===== src/rtl/collatz_nav_pkg.sv =====
`default_nettype none
// +--------------------------------------------------------------------------+
// | Package    : collatz_pkg                                                 |
// | Purpose    : Shared types and constants for the Collatz front-panel      |
// |              controller: navigation state encoding and key indices.      |
// | Ports      : none (package)                                             |
// | Revision   : 1.0 - initial release                                      |
// +--------------------------------------------------------------------------+
package collatz_pkg;

  typedef enum logic [1:0] {
    IDLE   = 2'd0,
    LAUNCH = 2'd1,
    RUN    = 2'd2,
    BROWSE = 2'd3
  } nav_state_t;

  // Bit positions within the raw key_n bus
  localparam int KEY_NEXT  = 0;
  localparam int KEY_PREV  = 1;
  localparam int KEY_HOME  = 2;
  localparam int KEY_START = 3;
  localparam int NUM_KEYS  = 4;

endpackage
`default_nettype wire


===== src/rtl/collatz_nav_if.sv =====
`default_nettype none
// +--------------------------------------------------------------------------+
// | Interface  : collatz_nav_if                                              |
// | Purpose    : go/done handshake and data bus between the front-panel      |
// |              controller (master) and the range engine (slave).           |
// | Signals    : go    - start pulse to range                                |
// |              start - base while go, else {0,addr}                        |
// |              done  - range results valid                                 |
// |              count - iteration count at RAM[addr]                        |
// | Revision   : 1.0 - initial release                                      |
// +--------------------------------------------------------------------------+
interface collatz_nav_if #(
  parameter int COUNT_BITS = 16
) ();

  logic                  go;
  logic [31:0]           start;
  logic                  done;
  logic [COUNT_BITS-1:0] count;

  modport master (output go, output start, input done, input count);
  modport slave  (input go, input start, output done, output count);

endinterface
`default_nettype wire


===== src/rtl/collatz_nav_btn_cond.sv =====
`default_nettype none
// +--------------------------------------------------------------------------+
// | Module     : btn_cond                                                    |
// | Purpose    : Conditions one raw active-low pushbutton: 2-FF sync,        |
// |              debounce, one-cycle press pulse and (optionally) a          |
// |              periodic auto-repeat pulse while held.                      |
// | Macro      : COLLATZ_NAV_AUTOREPEAT_EN enables the auto-repeat path.     |
// | Ports      : clk   in  system clock                                      |
// |              rst_n in  async active-low reset                            |
// |              key_n in  raw button, active low                            |
// |              step  out one-cycle pulse: accepted press or repeat step    |
// | Revision   : 1.0 - initial release                                      |
// +--------------------------------------------------------------------------+
module btn_cond #(
  parameter int DEBOUNCE_CYC = 500000
`ifdef COLLATZ_NAV_AUTOREPEAT_EN
  ,
  parameter bit REPEAT_EN    = 1'b0,
  parameter int HOLD_CYC     = 25000000,
  parameter int REPEAT_CYC   = 5000000
`endif
) (
  input  wire logic clk,
  input  wire logic rst_n,
  input  wire logic key_n,
  output logic      step
);

  localparam int                  c_cnt_w   = $clog2(DEBOUNCE_CYC + 1);
  localparam logic [c_cnt_w-1:0]  c_cnt_max = c_cnt_w'(DEBOUNCE_CYC);

  logic [1:0]         r_sync;
  logic               r_stable;
  logic [c_cnt_w-1:0] r_cnt;
  logic               r_press;
  logic               w_rep;

  // The stable level only changes after the synced input has disagreed with
  // it for DEBOUNCE_CYC consecutive cycles; any agreement restarts the count.
  always_ff @(posedge clk or negedge rst_n) begin
    if (!rst_n) begin
      r_sync   <= 2'b11;
      r_stable <= 1'b1;
      r_cnt    <= '0;
      r_press  <= 1'b0;
    end else begin
      r_sync  <= {r_sync[0], key_n};
      r_press <= 1'b0;
      if (r_sync[1] == r_stable) begin
        r_cnt <= '0;
      end else if (r_cnt == c_cnt_max) begin
        r_cnt    <= '0;
        r_stable <= r_sync[1];
        r_press  <= ~r_sync[1];
      end else begin
        r_cnt <= r_cnt + c_cnt_w'(1);
      end
    end
  end

`ifdef COLLATZ_NAV_AUTOREPEAT_EN
  if (REPEAT_EN) begin : g_rep
    localparam int c_hold_w = $clog2(HOLD_CYC);
    logic [c_hold_w-1:0] r_hold;
    logic                r_rep;

    // r_hold counts cycles since the press; the first repeat fires HOLD_CYC
    // after the press, then the counter is rewound so that later repeats
    // come every REPEAT_CYC.
    always_ff @(posedge clk or negedge rst_n) begin
      if (!rst_n) begin
        r_hold <= '0;
        r_rep  <= 1'b0;
      end else begin
        r_rep <= 1'b0;
        if (r_stable) begin
          r_hold <= '0;
        end else if (r_hold == c_hold_w'(HOLD_CYC - 1)) begin
          r_rep  <= 1'b1;
          r_hold <= c_hold_w'(HOLD_CYC - REPEAT_CYC);
        end else begin
          r_hold <= r_hold + c_hold_w'(1);
        end
      end
    end
    assign w_rep = r_rep;
  end else begin : g_no_rep
    assign w_rep = 1'b0;
  end
`else
  assign w_rep = 1'b0;
`endif

  assign step = r_press | w_rep;

endmodule
`default_nettype wire


===== src/rtl/collatz_nav.sv =====
`default_nettype none
// +--------------------------------------------------------------------------+
// | Module     : collatz_nav                                                 |
// | Purpose    : Front-panel controller for the Collatz range engine.        |
// |              Conditions buttons, sequences go/done, keeps the browse     |
// |              pointer and drives the n/count display fields.              |
// | Macro      : COLLATZ_NAV_AUTOREPEAT_EN adds auto-repeat on next/prev     |
// |              (and the HOLD_CYC / REPEAT_CYC parameters).                 |
// | Ports      : clk      in  system clock                                   |
// |              rst_n    in  async active-low reset                         |
// |              key_n    in  raw keys: [0]next [1]prev [2]home [3]start     |
// |              sw       in  base number for a run                          |
// |              bus      if  master side of go/start/done/count             |
// |              addr     out browse pointer                                 |
// |              n_disp   out base+addr (BROWSE only, else 0)                |
// |              cnt_disp out low DISP_BITS of count (BROWSE only, else 0)   |
// |              cnt_ovf  out count wider than display (BROWSE only)         |
// |              busy     out high in LAUNCH or RUN                          |
// | Revision   : 1.0 - initial release                                      |
// +--------------------------------------------------------------------------+
module collatz_nav
  import collatz_pkg::*;
#(
  parameter int ADDR_BITS    = 8,
  parameter int BASE_BITS    = 10,
  parameter int COUNT_BITS   = 16,
  parameter int DISP_BITS    = 12,
  parameter int DEBOUNCE_CYC = 500000,
`ifdef COLLATZ_NAV_AUTOREPEAT_EN
  parameter int HOLD_CYC     = 25000000,
  parameter int REPEAT_CYC   = 5000000,
`endif
  parameter int WRAP         = 1
) (
  input  wire logic                  clk,
  input  wire logic                  rst_n,
  input  wire logic [NUM_KEYS-1:0]   key_n,
  input  wire logic [BASE_BITS-1:0]  sw,
  collatz_nav_if.master              bus,
  output logic [ADDR_BITS-1:0]       addr,
  output logic [DISP_BITS-1:0]       n_disp,
  output logic [DISP_BITS-1:0]       cnt_disp,
  output logic                       cnt_ovf,
  output logic                       busy
);

  localparam int c_sum_w = BASE_BITS + ADDR_BITS;

  nav_state_t           r_state, w_state_nx;
  logic [ADDR_BITS-1:0] r_addr, w_addr_nx, w_addr_inc, w_addr_dec;
  logic [BASE_BITS-1:0] r_base, w_base_nx;
  logic                 r_go, r_cnt_ovf, r_busy;
  logic [31:0]          r_start;
  logic [DISP_BITS-1:0] r_n_disp, r_cnt_disp, w_cnt_low;
  logic                 w_cnt_hi, w_browse_nx;
  logic [NUM_KEYS-1:0]  w_key_step;

  for (genvar i = 0; i < NUM_KEYS; i++) begin : g_key
    btn_cond #(
      .DEBOUNCE_CYC (DEBOUNCE_CYC)
`ifdef COLLATZ_NAV_AUTOREPEAT_EN
      ,
      .REPEAT_EN    (i == KEY_NEXT || i == KEY_PREV),
      .HOLD_CYC     (HOLD_CYC),
      .REPEAT_CYC   (REPEAT_CYC)
`endif
    ) u_btn (
      .clk   (clk),
      .rst_n (rst_n),
      .key_n (key_n[i]),
      .step  (w_key_step[i])
    );
  end

  if (COUNT_BITS > DISP_BITS) begin : g_cnt_wide
    assign w_cnt_low = bus.count[DISP_BITS-1:0];
    assign w_cnt_hi  = |bus.count[COUNT_BITS-1:DISP_BITS];
  end else begin : g_cnt_narrow
    assign w_cnt_low = DISP_BITS'(bus.count);
    assign w_cnt_hi  = 1'b0;
  end

  // WRAP=0 holds the pointer at either end instead of rolling over
  assign w_addr_inc = (WRAP == 0 && r_addr == {ADDR_BITS{1'b1}}) ? r_addr
                                                                  : r_addr + ADDR_BITS'(1);
  assign w_addr_dec = (WRAP == 0 && r_addr == '0) ? r_addr : r_addr - ADDR_BITS'(1);

  always_comb begin
    w_state_nx = r_state;
    w_addr_nx  = r_addr;
    w_base_nx  = r_base;
    case (r_state)
      IDLE, BROWSE: begin
        if (w_key_step[KEY_START]) begin
          w_state_nx = LAUNCH;
          w_base_nx  = sw;
          w_addr_nx  = '0;
        end else if (r_state == BROWSE) begin
          // home beats next beats prev when pulses coincide
          if (w_key_step[KEY_HOME])      w_addr_nx = '0;
          else if (w_key_step[KEY_NEXT]) w_addr_nx = w_addr_inc;
          else if (w_key_step[KEY_PREV]) w_addr_nx = w_addr_dec;
        end
      end
      LAUNCH:  w_state_nx = RUN;
      RUN:     if (bus.done) w_state_nx = BROWSE;
      default: w_state_nx = IDLE;
    endcase
  end

  assign w_browse_nx = (w_state_nx == BROWSE);

  // Outputs are registered from next-state values so they line up with state
  always_ff @(posedge clk or negedge rst_n) begin
    if (!rst_n) begin
      r_state    <= IDLE;
      r_addr     <= '0;
      r_base     <= '0;
      r_go       <= 1'b0;
      r_start    <= '0;
      r_n_disp   <= '0;
      r_cnt_disp <= '0;
      r_cnt_ovf  <= 1'b0;
      r_busy     <= 1'b0;
    end else begin
      r_state    <= w_state_nx;
      r_addr     <= w_addr_nx;
      r_base     <= w_base_nx;
      r_go       <= (w_state_nx == LAUNCH);
      r_start    <= (w_state_nx == LAUNCH) ? 32'(w_base_nx) : 32'(w_addr_nx);
      r_n_disp   <= w_browse_nx ? DISP_BITS'(c_sum_w'(w_base_nx) + c_sum_w'(w_addr_nx)) : '0;
      r_cnt_disp <= w_browse_nx ? w_cnt_low : '0;
      r_cnt_ovf  <= w_browse_nx & w_cnt_hi;
      r_busy     <= (w_state_nx == LAUNCH) || (w_state_nx == RUN);
    end
  end

  assign bus.go    = r_go;
  assign bus.start = r_start;
  assign addr      = r_addr;
  assign n_disp    = r_n_disp;
  assign cnt_disp  = r_cnt_disp;
  assign cnt_ovf   = r_cnt_ovf;
  assign busy      = r_busy;

endmodule
`default_nettype wire

===== src/flat_wrapper.sv =====
// flat-port wrapper written by rule: the top's interface ports become plain ports
module collatz_nav_flat import collatz_pkg::*;
#(
  parameter int ADDR_BITS    = 8,
  parameter int BASE_BITS    = 10,
  parameter int COUNT_BITS   = 16,
  parameter int DISP_BITS    = 12,
  parameter int DEBOUNCE_CYC = 500000,

  parameter int WRAP         = 1
)
  (clk, rst_n, key_n, sw, addr, n_disp, cnt_disp, cnt_ovf, busy, bus_go, bus_start, bus_done, bus_count);
  collatz_nav_if #(.COUNT_BITS(COUNT_BITS)) bus_i ();
  input  wire logic clk;
  input  wire logic rst_n;
  input  wire logic [NUM_KEYS-1:0] key_n;
  input  wire logic [BASE_BITS-1:0] sw;
  output logic [ADDR_BITS-1:0] addr;
  output logic [DISP_BITS-1:0] n_disp;
  output logic [DISP_BITS-1:0] cnt_disp;
  output logic cnt_ovf;
  output logic busy;
  output wire logic [$bits(bus_i.go)-1:0] bus_go;
  output wire logic [$bits(bus_i.start)-1:0] bus_start;
  input wire logic [$bits(bus_i.done)-1:0] bus_done;
  input wire logic [$bits(bus_i.count)-1:0] bus_count;
  assign bus_go = bus_i.go;
  assign bus_start = bus_i.start;
  assign bus_i.done = bus_done;
  assign bus_i.count = bus_count;
  collatz_nav #(.ADDR_BITS(ADDR_BITS), .BASE_BITS(BASE_BITS), .COUNT_BITS(COUNT_BITS), .DISP_BITS(DISP_BITS), .DEBOUNCE_CYC(DEBOUNCE_CYC), .WRAP(WRAP)) u_core (.clk(clk), .rst_n(rst_n), .key_n(key_n), .sw(sw), .bus(bus_i), .addr(addr), .n_disp(n_disp), .cnt_disp(cnt_disp), .cnt_ovf(cnt_ovf), .busy(busy));
endmodule

===== config.mk =====
export PLATFORM = sky130hd
export DESIGN_NAME = collatz_nav_flat
export DESIGN_NICKNAME = d
export VERILOG_FILES = /design/src/rtl/collatz_nav_pkg.sv /design/src/rtl/collatz_nav_if.sv /design/src/rtl/collatz_nav_btn_cond.sv /design/src/rtl/collatz_nav.sv /design/src/flat_wrapper.sv
export SDC_FILE = /design/constraint.sdc
export NUM_CORES = 1
export LEC_CHECK = 0
export ABC_AREA = 1
export BUFFER_PORTS_ARGS = -buffer_cell sky130_fd_sc_hd__buf_2
export CORE_UTILIZATION = 50
export CTS_CLUSTER_DIAMETER = 40
export DETAILED_ROUTE_END_ITERATION = 10
export MAX_ROUTING_LAYER = met4
export PLACE_DENSITY = 0.79
export SLEW_MARGIN = 30
export SYNTH_ARGS = -nofsm -noshare
export SYNTH_HDL_FRONTEND = slang
export SYNTH_SLANG_ARGS = --single-unit

===== constraint.sdc =====
create_clock -name clk -period 3.4 [get_ports clk]
set_input_delay 0.34 -clock clk [delete_from_list [all_inputs] [get_ports clk]]
set_output_delay 0.34 -clock clk [all_outputs]
set_load 0.05 [all_outputs]

==> results.json <==
{
  "floorplan.initialDensity_pct": 51.61,
  "report.power.total_w": 0.004953,
  "core_region_area_um2": 15310,
  "dr.first_iter.drc_count": 426,
  "clock_sink_count": 148,
  "portBuffers": 76,
  "diodes": 0,
  "synthesis.area_per_instance_um2": 7.984,
  "antenna_left": 0,
  "post_place_cell_area_um2": 8463,
  "dieHeight_um": 127.7,
  "vdd.ir_drop.worst_v": 0.0003278,
  "p_leak_nw": 4.382,
  "detail_route.drc_violations": 0,
  "crit_fanout": 7,
  "grt_setup_unrepaired": "no",
  "p_per_area_nw_per_um2": 542.0,
  "post-route-worst-setup-slack_ns": 0.4343,
  "timing.final.crit_share_pct": 87.23,
  "hold_path_class": "input port to flip-flop",
  "area_growth_pct": 15.61,
  "globalRouteOverflowTotal": 0,
  "post-place-ws_ns": 0.3717,
  "detailedRoute.firstPassIterationCount": 5,
  "finalHoldViolCount": 0,
  "tritoncts": "done",
  "ys.warnings.count": 0,
  "first_global_vias": 6242,
  "worst-slew-pin-transition_ns": 0.7234,
  "hpwl_um": 12530,
  "cts-buffers-inserted": 17,
  "core.rowCount": 45,
  "mostFrequentLayoutCell": "sky130_fd_sc_hd__nand2_1",
  "pin_count_of_the_biggest_net_entering_global_routing": 80,
  "run_status": "finished clean",
  "max_cap_violations": 0,
  "viasPerCell": 5.079,
  "layout_common_cells": "sky130_fd_sc_hd__nand2_1, sky130_fd_sc_hd__nor2_1, sky130_fd_sc_hd__dfrtp_1, sky130_fd_sc_hd__inv_1, sky130_fd_sc_hd__buf_2",
  "maxSlewViolCount": 0,
  "timing.critical_path.required_ns": 3.73,
  "netlist_instances": 990,
  "chipWidth_um": 127.7,
  "worstSkewPairLatency_ns": 0.43,
  "wl_per_cell_um": 13.00,
  "clockRootBuffer": "sky130_fd_sc_hd__clkbuf_16",
  "slew_headroom_pct": 51.77,
  "wire_length_of_the_first_global_routing_pass_um": 28880,
  "design.final.nets": 1140,
  "start_kind": "flip-flop",
  "timing.setup.tns_ns": 0,
  "critical_path_arrival_ns": 3.29,
  "area_enclosed_by_the_die_boundary_um2": 16320,
  "share_of_cells_above_drive_strength_1_pct": 13.04,
  "vias": 6643,
  "synth_sequential_area_ratio_pct": 47.05,
  "gpl.final_weighted_congestion": 0.9414,
  "end_kind": "flip-flop",
  "clock_tree_buf_depth": 2,
  "fmax_mhz": 337.2,
  "setup-violations-final": 0,
  "clkSlewWorstSetupHoldPaths_ns": 0.06,
  "synth_seq_cells": 148,
  "yosysUniqueCellTypes": 36,
  "critPathKind": "flip-flop to flip-flop",
  "timing.final.crit_period_ns": 2.966,
  "worst_clock_skew_ns": 0.007061,
  "end_of_flow_core_utilization_pct": 59.67,
  "antenna_found_initial": 0,
  "layout.cell_area.non_filler_um2": 9138,
  "clock_tree.htree_level_count": 4,
  "syn-cell-area_um2": 7904,
  "global_route_usage_sum_pct": 23.00,
  "total_detailed_routing_wirelength_um": 17000,
  "number_of_i_o_pins": 100
}
[cells in the mapped netlist (all sizes together)]
cell type	instances	area [um2]
dfstp	12	315.3
and3	4	25.02
nand4	43	269.0
mux2	7	78.83
nand2	206	775.8
ha	22	275.3
nor2	163	624.4
clkbuf	7	26.28
xnor2	6	52.55
nand3	64	320.3
conb	1	3.750
fa	1	20.02
buf	25	185.2
a211oi	2	15.01
clkinv	1	3.750
xor2	36	315.3
nand3b	5	37.54
inv	135	506.7
o21ai	28	140.1
a21oi	19	95.09
or2	2	12.51
dfrtp	136	3403
o21bai	2	15.01
and2	1	6.260
nor3	45	257.8
nor4	7	43.79
nor3b	10	80.07
[flip-flops by register name, summed over array words and instances (netlist names), 8 cells and up]
name / count
u_core.g_key.u_btn.r_cnt: 76
u_core.cnt_disp: 12
u_core.n_disp: 11
u_core.bus.start: 10
u_core.r_base: 10
u_core.addr: 8
u_core.g_key.u_btn.r_sync: 8
[stage by stage]
step                      instances  hold slack [ns]
after floorplan                1012          0.04441
after global placement         1272           0.3467
after detailed placement       1272           0.3468
after CTS                      1307         0.007937
after global routing           1308         0.007164
final                          1308          0.01660
[routing by layer]
layer | global-route usage (%) | vias up | part of all wire (%)
met3 | 5.927 | 22 | 5.1
met2 | 36.45 | 181 | 48
li1 | - | 3319 | -
met5 | - | - | 0
met4 | 6.782 | 0 | 1.4
met1 | 29.10 | 3121 | 46
[final timing paths]
kind,start,end,slack (ns),cells after the start
worst max register to register,u_core.r_state[0],u_core.n_disp[8],0.43,18
worst max-delay path,u_core.r_state[0],u_core.n_disp[8],0.43,18
worst min-delay path,key_n[3],u_core.g_key[3].u_btn.r_sync[0],0.02,1
min in group asynchronous,rst_n,u_core.g_key[0].u_btn.r_cnt[2],0.50,2
max in group asynchronous,rst_n,u_core.g_key[1].u_btn.r_sync[0],2.04,3
worst min register to register,u_core.g_key[0].u_btn.r_sync[0],u_core.g_key[0].u_btn.r_sync[1],0.36,0
[layout make-up]
type | count | area (um2)
Timing Repair Buffer | 85 | 464.2
Inverter | 136 | 510.5
Clock inverter | 11 | 173.9
Fill cell | 1371 | 6177
Clock buffer | 21 | 460.4
Tap cell | 211 | 264.0
Sequential cell | 148 | 3719
Multi-Input combinational cell | 696 | 3546
[what timing repair did]
item | in CTS | in global routing
gates resized for setup | 0 | 1
endpoints found under the setup margin | 0 | 1
buffers inserted | 0 | 0
hold buffers | 3 | 1
endpoints found under the hold margin | 74 | 1
[critical path, stage by stage (launching register included)]
cell	delay, ns
sky130_fd_sc_hd__dfrtp_1	0.38
sky130_fd_sc_hd__inv_1	0.06
sky130_fd_sc_hd__ha_1	0.40
sky130_fd_sc_hd__inv_2	0.12
sky130_fd_sc_hd__nor3_4	0.27
sky130_fd_sc_hd__or2_2	0.16
sky130_fd_sc_hd__nand3_1	0.07
sky130_fd_sc_hd__inv_1	0.09
sky130_fd_sc_hd__ha_1	0.18
sky130_fd_sc_hd__inv_1	0.06
sky130_fd_sc_hd__fa_1	0.35
sky130_fd_sc_hd__inv_1	0.07
sky130_fd_sc_hd__nand2_1	0.08
sky130_fd_sc_hd__o21ai_1	0.21
sky130_fd_sc_hd__nand2_1	0.09
sky130_fd_sc_hd__nand4_1	0.10
sky130_fd_sc_hd__nand2_1	0.08
sky130_fd_sc_hd__nand2_1	0.06
sky130_fd_sc_hd__nor2_1	0.04
[power breakdown]
group	switching (W)	leakage [nW]	total (W)	internal (W)
sequential	0.0000479	1.96	0.00195	0.00190
clock	0.000737	0.300	0.00201	0.00127
combinational	0.000788	2.12	0.000994	0.000206
total	0.00157	4.38	0.00495	0.00338
[logic make-up after synthesis]
| group | synth area share (%) |
|---|---|
| compound gates | 3.356 |
| mux | 0.9974 |
| fa+ha+maj | 3.736 |
| flops | 47.05 |
| other cells | 0.04745 |
| buf+inv | 9.134 |
| xor+xnor | 4.654 |
| simple gates | 31.03 |
Note: power is estimated with default switching activity, not from simulation.
